--- src/rtl/sram_mem_controller_if.sv ---
// MEM-stage request/response bundle plus the external SRAM pins of the memory controller.
// The slave modport is the controller; the master modport is the pipeline and SRAM side.
interface sram_mem_controller_if #(
   parameter int SRAM_AW = 18
);
   logic                MEMread;
   logic                MEMwrite;
   logic [31:0]         address;
   logic [31:0]         value;
   logic [31:0]         MEM_result;
   logic                ready;
   logic [SRAM_AW-1:0]  sram_addr;
   logic [15:0]         sram_dq_out;
   logic                sram_dq_oe;
   logic [15:0]         sram_dq_in;
   logic                sram_we_n;

   modport slave (
      input  MEMread, MEMwrite, address, value, sram_dq_in,
      output MEM_result, ready, sram_addr, sram_dq_out, sram_dq_oe, sram_we_n
   );

   modport master (
      output MEMread, MEMwrite, address, value, sram_dq_in,
      input  MEM_result, ready, sram_addr, sram_dq_out, sram_dq_oe, sram_we_n
   );
endinterface

--- src/rtl/sram_mem_controller.sv ---
// Multi-cycle MEM-stage controller: each 32-bit access becomes two 16-bit SRAM accesses
// held for ACCESS_CYCLES cycles each, with ready low (pipeline frozen) until DONE.
module sram_mem_controller #(
   parameter int ACCESS_CYCLES = 2,
   parameter int BASE_ADDR     = 1024,
   parameter int SRAM_AW       = 18
) (
   input  logic                  clk,
   input  logic                  rst,
   sram_mem_controller_if.slave  bus
);

   localparam int WORD_W = SRAM_AW - 1;
   localparam int CNT_W  = (ACCESS_CYCLES > 1) ? $clog2(ACCESS_CYCLES) : 1;
   localparam logic [CNT_W-1:0] LAST_CNT = CNT_W'(ACCESS_CYCLES - 1);

   typedef enum logic [1:0] {
      IDLE,
      LOW,
      HIGH,
      DONE
   } state_t;

   state_t              r_state;
   logic [CNT_W-1:0]    r_cnt;
   logic                r_opWrite;
   logic [WORD_W-1:0]   r_word;
   logic [31:0]         r_value;
   logic [31:0]         r_rdata;
   logic [SRAM_AW-1:0]  r_sramAddr;
   logic [15:0]         r_dqOut;
   logic                r_dqOe;
   logic                r_weN;

   logic                w_req;
   logic [WORD_W-1:0]   w_word;
   logic [CNT_W-1:0]    w_cntNext;
   logic                w_lastCnt;
   logic                w_weNext;

   // Word index wraps modulo the SRAM size; the top address bits are simply dropped.
   assign w_req     = bus.MEMread | bus.MEMwrite;
   assign w_word    = WORD_W'((bus.address - 32'(BASE_ADDR)) >> 2);
   assign w_cntNext = r_cnt + CNT_W'(1);
   assign w_lastCnt = (r_cnt == LAST_CNT);
   assign w_weNext  = ~(r_opWrite && (w_cntNext < LAST_CNT));

   // SRAM pins are registered alongside the state so they line up with the state they belong to;
   // the final cycle of each half releases we_n as write recovery.
   always_ff @(posedge clk or negedge rst) begin
      if (!rst) begin
         r_state    <= IDLE;
         r_cnt      <= '0;
         r_opWrite  <= 1'b0;
         r_word     <= '0;
         r_value    <= '0;
         r_rdata    <= '0;
         r_sramAddr <= '0;
         r_dqOut    <= '0;
         r_dqOe     <= 1'b0;
         r_weN      <= 1'b1;
      end else begin
         case (r_state)
            IDLE: begin
               if (w_req) begin
                  r_state    <= LOW;
                  r_cnt      <= '0;
                  r_opWrite  <= bus.MEMwrite;
                  r_word     <= w_word;
                  r_value    <= bus.value;
                  r_sramAddr <= {w_word, 1'b0};
                  r_dqOut    <= bus.MEMwrite ? bus.value[15:0] : 16'h0000;
                  r_dqOe     <= bus.MEMwrite;
                  r_weN      <= ~bus.MEMwrite;
               end
            end
            LOW: begin
               if (w_lastCnt) begin
                  if (!r_opWrite) begin
                     r_rdata[15:0] <= bus.sram_dq_in;
                  end
                  r_state    <= HIGH;
                  r_cnt      <= '0;
                  r_sramAddr <= {r_word, 1'b1};
                  r_dqOut    <= r_opWrite ? r_value[31:16] : 16'h0000;
                  r_dqOe     <= r_opWrite;
                  r_weN      <= ~r_opWrite;
               end else begin
                  r_cnt <= w_cntNext;
                  r_weN <= w_weNext;
               end
            end
            HIGH: begin
               if (w_lastCnt) begin
                  if (!r_opWrite) begin
                     r_rdata[31:16] <= bus.sram_dq_in;
                  end
                  r_state    <= DONE;
                  r_cnt      <= '0;
                  r_sramAddr <= '0;
                  r_dqOut    <= '0;
                  r_dqOe     <= 1'b0;
                  r_weN      <= 1'b1;
               end else begin
                  r_cnt <= w_cntNext;
                  r_weN <= w_weNext;
               end
            end
            DONE: begin
               r_state <= IDLE;
            end
            default: begin
               r_state <= IDLE;
            end
         endcase
      end
   end

   // In IDLE a pending request freezes the pipeline in the same cycle it appears.
   assign bus.ready       = (r_state == IDLE) ? ~w_req : (r_state == DONE);
   assign bus.MEM_result  = bus.MEMread ? r_rdata : 32'h0000_0000;
   assign bus.sram_addr   = r_sramAddr;
   assign bus.sram_dq_out = r_dqOut;
   assign bus.sram_dq_oe  = r_dqOe;
   assign bus.sram_we_n   = r_weN;

endmodule

--- src/flat_wrapper.sv ---
// flat-port wrapper written by rule: the top's interface ports become plain ports
module sram_mem_controller_flat 
#(
   parameter int ACCESS_CYCLES = 2,
   parameter int BASE_ADDR     = 1024,
   parameter int SRAM_AW       = 18
)
  (clk, rst, bus_MEMread, bus_MEMwrite, bus_address, bus_value, bus_sram_dq_in, bus_MEM_result, bus_ready, bus_sram_addr, bus_sram_dq_out, bus_sram_dq_oe, bus_sram_we_n);
  sram_mem_controller_if #(.SRAM_AW(SRAM_AW)) bus_i ();
  input  logic clk;
  input  logic rst;
  input wire logic [$bits(bus_i.MEMread)-1:0] bus_MEMread;
  input wire logic [$bits(bus_i.MEMwrite)-1:0] bus_MEMwrite;
  input wire logic [$bits(bus_i.address)-1:0] bus_address;
  input wire logic [$bits(bus_i.value)-1:0] bus_value;
  input wire logic [$bits(bus_i.sram_dq_in)-1:0] bus_sram_dq_in;
  output wire logic [$bits(bus_i.MEM_result)-1:0] bus_MEM_result;
  output wire logic [$bits(bus_i.ready)-1:0] bus_ready;
  output wire logic [$bits(bus_i.sram_addr)-1:0] bus_sram_addr;
  output wire logic [$bits(bus_i.sram_dq_out)-1:0] bus_sram_dq_out;
  output wire logic [$bits(bus_i.sram_dq_oe)-1:0] bus_sram_dq_oe;
  output wire logic [$bits(bus_i.sram_we_n)-1:0] bus_sram_we_n;
  assign bus_i.MEMread = bus_MEMread;
  assign bus_i.MEMwrite = bus_MEMwrite;
  assign bus_i.address = bus_address;
  assign bus_i.value = bus_value;
  assign bus_i.sram_dq_in = bus_sram_dq_in;
  assign bus_MEM_result = bus_i.MEM_result;
  assign bus_ready = bus_i.ready;
  assign bus_sram_addr = bus_i.sram_addr;
  assign bus_sram_dq_out = bus_i.sram_dq_out;
  assign bus_sram_dq_oe = bus_i.sram_dq_oe;
  assign bus_sram_we_n = bus_i.sram_we_n;
  sram_mem_controller #(.ACCESS_CYCLES(ACCESS_CYCLES), .BASE_ADDR(BASE_ADDR), .SRAM_AW(SRAM_AW)) u_core (.clk(clk), .rst(rst), .bus(bus_i));
endmodule
--- config.mk ---
export PLATFORM = sky130hd
export DESIGN_NAME = sram_mem_controller_flat
export DESIGN_NICKNAME = d
export VERILOG_FILES = /design/src/rtl/sram_mem_controller_if.sv /design/src/rtl/sram_mem_controller.sv /design/src/flat_wrapper.sv
export SDC_FILE = /design/constraint.sdc
export NUM_CORES = 1
export LEC_CHECK = 0
export CAP_MARGIN = 0
export CORE_UTILIZATION = 30
export CTS_CLUSTER_DIAMETER = 40
export CTS_CLUSTER_SIZE = 20
export DETAILED_ROUTE_END_ITERATION = 10
export GPL_ROUTABILITY_DRIVEN = 1
export HOLD_SLACK_MARGIN = 0.06
export PLACE_DENSITY_LB_ADDON = 0.25
export SLEW_MARGIN = 20
export SYNTH_ARGS = -nofsm -noshare
export SYNTH_HDL_FRONTEND = slang
export SYNTH_SLANG_ARGS = --single-unit
--- constraint.sdc ---
create_clock -name clk -period 2.85 [get_ports clk]
set_input_delay 0.57 -clock clk [delete_from_list [all_inputs] [get_ports clk]]
set_output_delay 0.57 -clock clk [all_outputs]
set_load 0.02 [all_outputs]
# == Yosys cells after proc, flatten, opt, wreduce, memory -nomap -nowiden ==
# Index checks and enable logic that the tools add are counted.
# op_classes
magnitude_cmp,1
muxes,27
bitwise_logic,5
eq_ne,6
add_sub_neg,2
n_reduce_logical,12
# ops
operator,n
two-way mux 16 bit,5
two-way mux 18 bit,3
one-hot mux 18 bit (3 select lines),1
one-hot mux 16 bit (3 select lines),1
two-way mux 32 bit,1
"subtractor 19 x 11 -> 19 bit, second input constant",1
two-way mux 1 bit,9
AND reduction 3 bit,3
one-hot mux 2 bit (4 select lines),1
two-way mux 2 bit,3
"!= test 2 x 1 -> 1 bit, second input constant",3
one-hot mux 1 bit (3 select lines),2
AND reduction 2 bit,3
"== test 2 bit, second input constant",2
inverter 1 bit,4
AND reduction 4 bit,1
nonzero test 3 bit,1
"== test 2 x 1 -> 1 bit, second input constant",1
logical NOT 2 bit,1
one-hot mux 1 bit (2 select lines),1
nonzero test 2 bit,1
OR reduction 2 bit,1
"adder 1 bit, second input constant",1
logical AND 1 bit,1
2 further kinds,2
# totals
input_bits,84
elab_cells,64
reg_bits,121

# == Logic depth before layout (Yosys ltp) ==
# Gate-level depths: netlist of the first run.
# logic_depth
ltp_word,6
mapped_depth,9
depth_no_buf,6

# == Worst setup path after synthesis of the first run ==
# Ideal clock, no wire load.
# synth_timing
path_type,flip-flop to output port
from,register u_core.r_state[0]
to,output port bus_ready
n_path_buf,2
stages_incl_launch_ff,7
slack_ps,688
arrival_ps,1592
path_cell_list,dfrtp_1 > inv_1 > ha_1 > clkbuf_1 > o21ai_1 > clkbuf_1 > o21a_1
# synth_via
elab_chain_cells,2
word_cells_on_any_way,3
classes_between,eq/ne: 1; mux: 1; reduce/logical: 1
# synth_lines
item,line_no,text
from (decl),sram_mem_controller.sv:24,state_t r_state;
from (signal assigned),sram_mem_controller.sv:52,r_state <= IDLE;
from (signal assigned),sram_mem_controller.sv:66,r_state <= LOW;
from (signal assigned),sram_mem_controller.sv:82,r_state <= HIGH;
== test 2 bit or logical NOT 2 bit (tied branches),sram_mem_controller.sv:120,assign bus.ready = (r_state == IDLE) ? ~w_req : (r_state == DONE);
two-way mux 1 bit *,sram_mem_controller.sv:120,
to (decl),flat_wrapper.sv:18,output wire logic [$bits(bus_i.ready)-1:0] bus_ready;
# Mark *: on every way between the ends. The rest lies on a longest branch, timed or not.

# == Final worst setup path of the first run ==
# Same ends and word-level chain as after synthesis.

==> summary by stage, run 1 <==
Status
The run finished with clean final reports.

Timing
The setup total negative slack is 0 ns. The final clock skew is 0.0103 ns. Setup repair after global routing left no endpoint under its margin. The number of failing setup endpoints in the final timing report is 0. The timing-limited maximum frequency is 380 MHz. The final max-slew violation count is 0. The count of endpoints failing hold in the final timing report is 0. The post-layout minimum cycle time is 2.63 ns. At the pin with the least slew margin, the transition time is 0.798 ns. The final clock period utilization by the worst path is 92.3%.

Hold is met by 0.172 ns. Headroom to the max-slew limit came out at 46.7%.

CTS
In this run, post-CTS hold repair placed 0 buffers. The TritonCTS sink count is 105. The number of setup buffers added after CTS is 0. The insertion delay of the later-clocked pin in the worst-skew pair is 0.35 ns.

TritonCTS built the clock tree. The clock passes through at most 2 buffers. Clock-pin slew was measured on the worst setup and hold paths at 0.07 ns. The number of buffers added by the clock tree synthesis step is 9.

The H-tree generated during clock tree synthesis spans 3 levels. The tree is rooted in a sky130_fd_sc_hd__clkbuf_16.

Critical path
STA classifies the critical path startpoint as a flop. The most critical setup path has its endpoint at bus_ready. The critical path's largest stage delay is 0.59 ns.

Walking the worst path, the cells encountered are inv_1 > ha_1 > o21a_1 > clkdlybuf4s50_1. The worst-path maximum fanout is 8. The worst setup path is captured at an output port.

In this run the critical register-to-register path is captured at u_core.bus.sram_addr[11]. The start point of the critical path is u_core.r_state[0]. The class of the most critical setup path is flop to output port.

The launch point of the worst reg-to-reg path is u_core.r_state[1]. For the worst flop-to-flop path, the logic depth is 5. On the critical path, the stage with the largest delay is an instance of sky130_fd_sc_hd__clkdlybuf4s50_1. STA puts the critical path data arrival time at 2.06 ns. For the worst setup path, the data required time is 2.28 ns. The internal reg-to-reg setup slack is 0.62 ns.

Synth
The netlist uses 41 different library cells. During synthesis, Yosys emitted a total of 0 warnings. The sequential element share of the synthesized area is 56.8%. The post-synthesis sequential element count is 105. Dividing the synthesized area by the synthesized cell count gives 11.6 sq um. The number of instances in the synthesized netlist is 400. The post-synth net total is 490. The cell area after technology mapping is 0.00463 sq mm.

Place
The congestion estimate from routability-driven global placement came to 0.749. The placed wire-length estimate is 8330 microns. The total instance count after detailed placement is 710. The instance area at placement is 0.00625 sq mm.

In this run the tool buffered the top-level ports with 137 buffer cells.

Power
The power per cell area is 1220 mW/mm^2. The worst vdd rail ir drop is 0.503 mV. In this run, the combinational gates consume 50.7% of the power. The net switching power is 3.05 mW. The internal portion of the total power is 4.93 mW. The analysis attributes to cell leakage a power of 2.74 nW. The switching part of the total power is 38.2%. The proportion of power drawn by flip-flops and latches is 33.5%. The part of the total power dissipated in the clock network is 15.7%.

Die
The initial core utilization is 30.6%. The floorplan row count is 45. The die area is 0.0159 sq mm.

The floorplan die height is 126 microns. Pin placement for this block handled 153 I/O pins. The width of the chip is 126 microns. The region available for standard cell placement spans 0.0151 sq mm.

Hold path
The worst hold-check path type is input port to asynchronous set/reset pin.

Global routing
The initial antenna violation count came to 0. The total track usage is 16.1%. Summed over all layers, the global routing overflow is 0. The first global-routing pass estimated 19800 microns of wire.

The via count of the first global-routing pass came to 3729. Entering global routing, the biggest net connects 45 pins.

Finish
The final standard cell area without fillers is 0.00656 sq mm. The finished layout holds 726 standard cells, fillers aside. The ratio of cells with drive above 1 in the final layout is 16.9%. The final net count is 623. The number of antenna diodes in the final layout is 0.

The area overhead of the layout relative to synthesis is 41.7%.

Routing
The total vias in the final route is 3532. The total wire length is 12100 microns. The iteration count of the initial detailed-routing pass is 4.

In the routed layout, each cell is associated on average with a via count of 4.87. The number of routed nets with antenna violations is 0. The DRC marker count from the first detailed-route iteration is 136.

Dividing the detail-routed wire length by the instance count gives 16.6 microns. The remaining design rule violation count is 0.

Flow run
The max-capacitance violation count is 0.
==> cell usage in the layout (no fill, tap or decap), drive strengths merged, types with 2 or more instances in the layout <==
cell type,netlist,final
clkdlybuf4s50,0,135
dfrtp,104,104
nor2,63,63
mux2,59,59
and2,35,35
a221oi,24,24
nand2,18,18
o21ai,13,13
buf,7,12
clkbuf,19,12
a21oi,10,10
inv,6,6
ha,6,6
xnor2,4,4
clkinv,1,4
a31oi,3,3
and3,2,2
nand3,2,2
or3,2,2
a21o,2,2
a2bb2oi,2,2
nor4,2,2
==> cell families (layout without fill, tap and decap cells) <==
group | count (synthesis) | count (layout) | synth area share [%]
compound gates | 62 | 62 | 9.87
xor+xnor | 5 | 5 | 0.946
fa+ha+maj | 6 | 6 | 1.62
buf+inv | 33 | 171 | 2.87
flops | 105 | 105 | 56.8
mux | 60 | 60 | 14.6
simple gates | 129 | 129 | 13.3
==> final cells by class <==
type                            count  area (sq um)
Tap cell                          188           235
Fill cell                        1425          8590
Clock inverter                      4          52.6
Multi-Input combinational cell    262          1890
Sequential cell                   105          2630
Timing Repair Buffer              148          1480
Clock buffer                       12           246
Inverter                            7          26.3
==> Yosys cell counts (all sizes together) <==
cell type / count / area [sq um]
a211oi: 1 / 12.5
clkinv: 1 / 3.75
o21a: 1 / 7.51
o31ai: 1 / 7.51
dfrtp: 104 / 2600
nand3: 2 / 10.0
nor2: 63 / 236
or4: 1 / 7.51
nor3b: 1 / 7.51
a221o: 1 / 10.0
ha: 6 / 75.1
clkbuf: 19 / 71.3
xnor2: 4 / 35.0
xor2: 1 / 8.76
dfstp: 1 / 26.3
nor4: 2 / 18.8
o32a: 1 / 10.0
a22oi: 1 / 7.51
nand2: 18 / 67.6
nor3: 1 / 5.00
a2bb2oi: 2 / 17.5
o21ai: 13 / 65.1
a21oi: 10 / 50.1
buf: 7 / 35.0
a211o: 1 / 8.76
a221oi: 24 / 210
mux2i: 1 / 10.0
or3: 2 / 12.5
inv: 6 / 22.5
or4b: 1 / 13.8
nor2b: 1 / 6.26
a21o: 2 / 15.0
a31oi: 3 / 25.0
and3: 2 / 12.5
mux2: 59 / 664
o21ba: 1 / 10.0
and2: 35 / 219
==> worst min path at each step <==
stage | start | end | slack [ns] | cells after the start
detailed placement | u_core.r_word[16] | u_core.r_word[16] | 0.47 | 2
floorplan | rst | u_core.bus.sram_addr[0] | 0.27 | 0
global placement | u_core.r_word[16] | u_core.r_word[16] | 0.46 | 2
finish | rst | u_core.r_word[12] | 0.17 | 1
global route | rst | u_core.r_word[12] | 0.19 | 1
CTS | rst | u_core.r_word[8] | 0.17 | 1
==> power by group through the flow <==
stage / combinational [mW] / sequential [mW] / clock [mW]
2_1_floorplan: 2.26 / 2.93 / 0
3_3_place_gp: 4.02 / 2.66 / 0
3_5_place_dp: 4.09 / 2.71 / 0
4_1_cts: 4.11 / 2.68 / 1.31
5_1_grt: 4.45 / 2.78 / 1.37
6_report: 4.05 / 2.68 / 1.26
==> critical path: cells and delay by family (launching register included) <==
kind                     cells  cell delay (ns)
adder cells (fa/ha/maj)      1             0.40
buffers and inverters        2             0.71
AO/OA/AOI/OAI                1             0.19
flip-flops                   1             0.41
==> sequential cells by signal, indices dropped and copies added, names as in the netlist <==
name / cells
u_core.r_word: 17
u_core.r_opWrite: 1
u_core.bus.sram_we_n: 1
u_core.r_state: 2
u_core.r_rdata: 32
u_core.r_cnt: 1
u_core.bus.sram_dq_out: 16
u_core.bus.sram_dq_oe: 1
u_core.r_value: 16
u_core.bus.sram_addr: 18
==> layer usage <==
layer	routed length, microns	global-route usage [%]
met1	5280	19.2
met2	5450	25.8
met3	1250	7.82
met4	108	4.25
met5	0	0
==> per-stage QoR <==
step,utilization [%],setup WS [ns],power (mW)
after floorplan,-,0.688,5.19
after global placement,41.3,0.0734,6.68
after detailed placement,41.3,0.0705,6.80
after CTS,43.3,0.0514,8.10
after global routing,43.3,0.110,8.59
final,43.3,0.220,7.98
==> timing repair <==
action,in CTS,in global routing
setup endpoints to repair,0,4
endpoints found under the hold margin,0,0
resized for setup,0,1
No activity file was read; power rests on OpenSTA's default activity.
==> inputs of run 2 (changes only) <==
--- a/config.mk
+++ b/config.mk
@@ -5,12 +5,12 @@
 export SDC_FILE = /design/constraint.sdc
 export NUM_CORES = 1
 export LEC_CHECK = 0
+export ABC_AREA = 1
 export CAP_MARGIN = 0
 export CORE_UTILIZATION = 30
 export CTS_CLUSTER_DIAMETER = 40
 export CTS_CLUSTER_SIZE = 20
 export DETAILED_ROUTE_END_ITERATION = 10
-export GPL_ROUTABILITY_DRIVEN = 1
 export HOLD_SLACK_MARGIN = 0.06
 export PLACE_DENSITY_LB_ADDON = 0.25
 export SLEW_MARGIN = 20
==> run 2 against run 1 <==
Worst hold slack gained 0.091 ns. Clock skew shrank 0.0012 ns. Largest power group unchanged. Die area grew 5.3%. Critical path type is now input port to output port. Synthesized cell count grew 51%. Utilization shrank 0.83 points. Sequential power shrank 5%.
==> summary by stage, run 2 <==
CTS
The clock tree root driver cell is sky130_fd_sc_hd__clkbuf_16. The count of H-tree levels built during CTS is 3 (unchanged). The hold buffer count at CTS is 0 (unchanged). The number of setup buffers added after CTS is 0 (unchanged). TritonCTS built the clock tree. The insertion delay of the later-clocked pin in the worst-skew pair came to 0.34 ns (about the same). The number of buffers added by the clock tree synthesis step was 9 (unchanged). The TritonCTS sink count is 105 (unchanged).

The maximum root-to-sink buffer count is 2 (unchanged). The clock transition at the registers of the reported paths is 0.07 ns (about the same). The number of gates resized after CTS is 0 (unchanged).

Power
The overall power after layout is 7.23 mW (-9.4%). The switching part of the total power is 41.5% (+3.3 points). The power per cell area is 1070 mW/mm^2 (-12%). The worst vdd rail ir drop came to 0.520 mV (+3.3%). The part of the total power dissipated in the clock network is 17.2% (+1.5 points). The internal power summed over all cells was 4.23 mW (-14%).

The cell leakage power is 3.38 nW (+24%). The combinational share of power is 47.7% (-3.0 points). The net switching power is 3.00 mW (-1.6%). The proportion of power drawn by flip-flops and latches was 35.1% (+1.6 points).

Routing
The post-detailed-route wirelength per cell is 13.2 microns (-21%). The routed length on met3 was 955 microns (-24%). The via count normalized by instance count came to 4.43 (-8.9%).

The amount of wire on met2 after detailed routing is 5750 microns (+5.5%). The DRC marker count from the first detailed-route iteration is 214 (+57%). The iteration count of the initial detailed-routing pass came to 4 (unchanged). In this run the top signal layer used is met4. The routed length on met1 is 5800 microns (+9.9%). The total vias in the final route was 4226 (+20%). The total wire length was 12600 microns (+4.2%). The number of routed nets with antenna violations is 0 (unchanged). The remaining design rule violation count is 0 (unchanged).

Finish
The final net count is 824 (+32%). The final design utilization is 42.5% (-0.83 points). The final standard cell area without fillers is 0.00674 sq mm (+2.9%). The most common library cell in the layout ignoring fill and taps is sky130_fd_sc_hd__nand2_1. The final cell count without fillers is 954 (+31%). The number of flip-flops under the largest register name was 32 (unchanged). The ratio of cells with drive above 1 in the final layout was 5.01% (-12 points). In the layout the commonest cells are sky130_fd_sc_hd__nand2_1, sky130_fd_sc_hd__clkdlybuf4s50_1, sky130_fd_sc_hd__dfrtp_1. The diode insertion count for antenna repair was 0 (unchanged). The register name with the most flops is u_core.r_rdata. The area overhead of the layout relative to synthesis is 38.2%.

Timing
The number of failing setup endpoints in the final timing report is 0 (unchanged). The post-route worst hold slack is 0.263 ns (+0.0910 ns). The setup total negative slack came to 0 ns (unchanged). The final clock skew was 0.00908 ns (-0.00119 ns). The post-layout minimum cycle time is 2.67 ns (+0.0375 ns). The count of endpoints failing hold in the final timing report came to 0 (unchanged). The final critical-path setup slack is 0.182 ns (-0.0375 ns). The measured slew at the worst slew-check pin is 0.671 ns (-0.127 ns). Setup repair after global routing left no endpoint under its margin. The final clock period utilization by the worst path came to 93.6% (+1.3 points). The tightest slew margin relative to the limit was 55.3% (+8.6 points). The final max-slew violation count came to 0 (unchanged). The timing-limited maximum frequency came to 375 MHz (-1.4%).

Place
The instance area at placement was 0.00645 sq mm (+3.1%). The placer's final routability congestion estimate was 0.785 (+4.8%). The placed wire-length estimate came to 8830 microns (+6.0%). The total instance count after detailed placement came to 939 (+32%).

The worst setup slack before clock tree synthesis is 0.178 ns (+0.107 ns). The number of buffers inserted by port buffering is 137 (unchanged).

Critical path
STA classifies the critical path endpoint as an output port. STA classifies the critical path startpoint as an input port. The signal on the critical path passes through clkdlybuf4s50_1 > buf_4 > nand2_1 > inv_1 > clkdlybuf4s50_1.

The cell depth of the worst flop-to-flop path is 7 (+2). The most critical setup path has its startpoint at bus_MEMread. The critical path required time came to 2.28 ns (about the same). In this run the critical register-to-register path is captured at u_core.bus.sram_addr[9].

The internal reg-to-reg setup slack is 0.68 ns (+0.06 ns). In this run the worst setup path terminates at bus_MEM_result[4]. The launch point of the worst reg-to-reg path is u_core.r_state[1]. By startpoint and endpoint, the worst setup path is classified as input port to output port. By instance count, the cell type seen most on the critical path is sky130_fd_sc_hd__clkdlybuf4s50_1. Among all stages on the critical path, the largest delay is contributed by sky130_fd_sc_hd__clkdlybuf4s50_1. The arrival time of data at the critical path endpoint is 2.10 ns (+0.04 ns). The worst-path maximum fanout is 19 (+11).

The critical path's largest stage delay is 0.60 ns (about the same).

Die
The width of the chip was 130 microns (+2.6%). The placeable core area was 0.0159 sq mm (+4.9%). The floorplan row count is 46 (+2.2%). The die area came to 0.0168 sq mm (+5.3%). The initial core utilization was 30.7% (+0.15 points). The number of top-level design ports was 153 (unchanged). The floorplan die height is 130 microns (+2.6%).

Synth
The post-synth net total came to 695 (+42%). The average footprint of a synthesized cell is 8.06 sq um (-30%). The async set-reset flop share out of synthesis is 100% (unchanged). The post-synthesis sequential element count came to 105 (unchanged). The proportion of netlist area held by the largest area contributor came to 53.3% (-2.9 points). The commonest cells after synthesis are sky130_fd_sc_hd__nand2_1, sky130_fd_sc_hd__dfrtp_1, sky130_fd_sc_hd__inv_1. The number of instances in the synthesized netlist is 605 (+51%). The most common cell in the netlist is sky130_fd_sc_hd__nand2_1. The cell area after technology mapping is 0.00488 sq mm (+5.4%).

After synthesis, the cell types taking the most area are sky130_fd_sc_hd__dfrtp_1, sky130_fd_sc_hd__nand2_1, sky130_fd_sc_hd__o21ai_0. The prevailing post-synth register cell is sky130_fd_sc_hd__dfrtp_1. The number of enable-type register cells in the synthesized netlist is 0 (unchanged). The sequential element share of the synthesized area is 53.9% (-2.9 points). The count of synthesis-stage warnings from yosys is 0 (unchanged).

The distinct cell type count after synthesis is 32 (-22%). sky130_fd_sc_hd__dfrtp_1 takes more of the synthesized area than any other cell.

Status
The run finished with clean final reports.

Global routing
The largest net degree at the start of global routing is 56 (+24%). The initial antenna violation count is 0 (unchanged). The via count of the first global-routing pass is 4207 (+13%). The total track usage came to 15.9% (-0.20 points). The first-pass GRT wire length came to 20800 microns (+4.8%).

The sum of overflow across all layers after global routing came to 0 (unchanged).

Flow run
The max-capacitance violation count is 0 (unchanged).

Hold path
In this run the worst hold path is classified as input port to asynchronous set/reset pin.
## run 2: power groups by stage
stage	clock [mW]	sequential, mW	combinational (mW)
after detailed placement	0	2.56	3.49
after floorplan	0	2.71	2.09
final	1.25	2.54	3.45
after global routing	1.33	2.63	3.89
after global placement	0	2.54	3.42
after CTS	1.29	2.54	3.51
## run 2: final cells by class
cell class                 count  area (sq um)
fill                        1606          9140
sequential                   105          2630
multi-input combinational    376          1740
timing repair buffer         146          1450
inverter                      96           360
tap                          216           270
clock buffer                  11           243
clock inverter                 4          53.8
## run 2: metal layers
layer / GRT usage [%] / vias to the layer above
li1: - / 2120
met1: 20.0 / 1971
met2: 26.0 / 129
met3: 4.62 / 6
met4: 5.75 / 0
met5: 0 / -
## run 2: kinds of logic after synthesis
kind of cell	synth area share, %
AND/OR/NAND/NOR	20.9
buffers and inverters	10.5
AO/OA/AOI/OAI	12.7
flip-flops	53.9
adder cells (fa/ha/maj)	1.54
XOR/XNOR	0.539
## run 2: how the worst min path moves through the flow
| stage | from | to | slack (ns) |
|---|---|---|---|
| 5_1_grt | rst | u_core.r_rdata[31] | 0.31 |
| 4_1_cts | rst | u_core.r_rdata[31] | 0.28 |
| 3_5_place_dp | u_core.r_value[20] | u_core.r_value[20] | 0.47 |
| 2_1_floorplan | rst | u_core.bus.sram_addr[0] | 0.27 |
| 3_3_place_gp | u_core.bus.sram_dq_out[15] | u_core.bus.sram_dq_out[15] | 0.46 |
| 6_report | rst | u_core.r_rdata[31] | 0.26 |
## run 2: worst max-delay path, delay by kind of cell
kind	cells	cell delay (ns)
buf+inv	4	1.45
simple gates	1	0.08
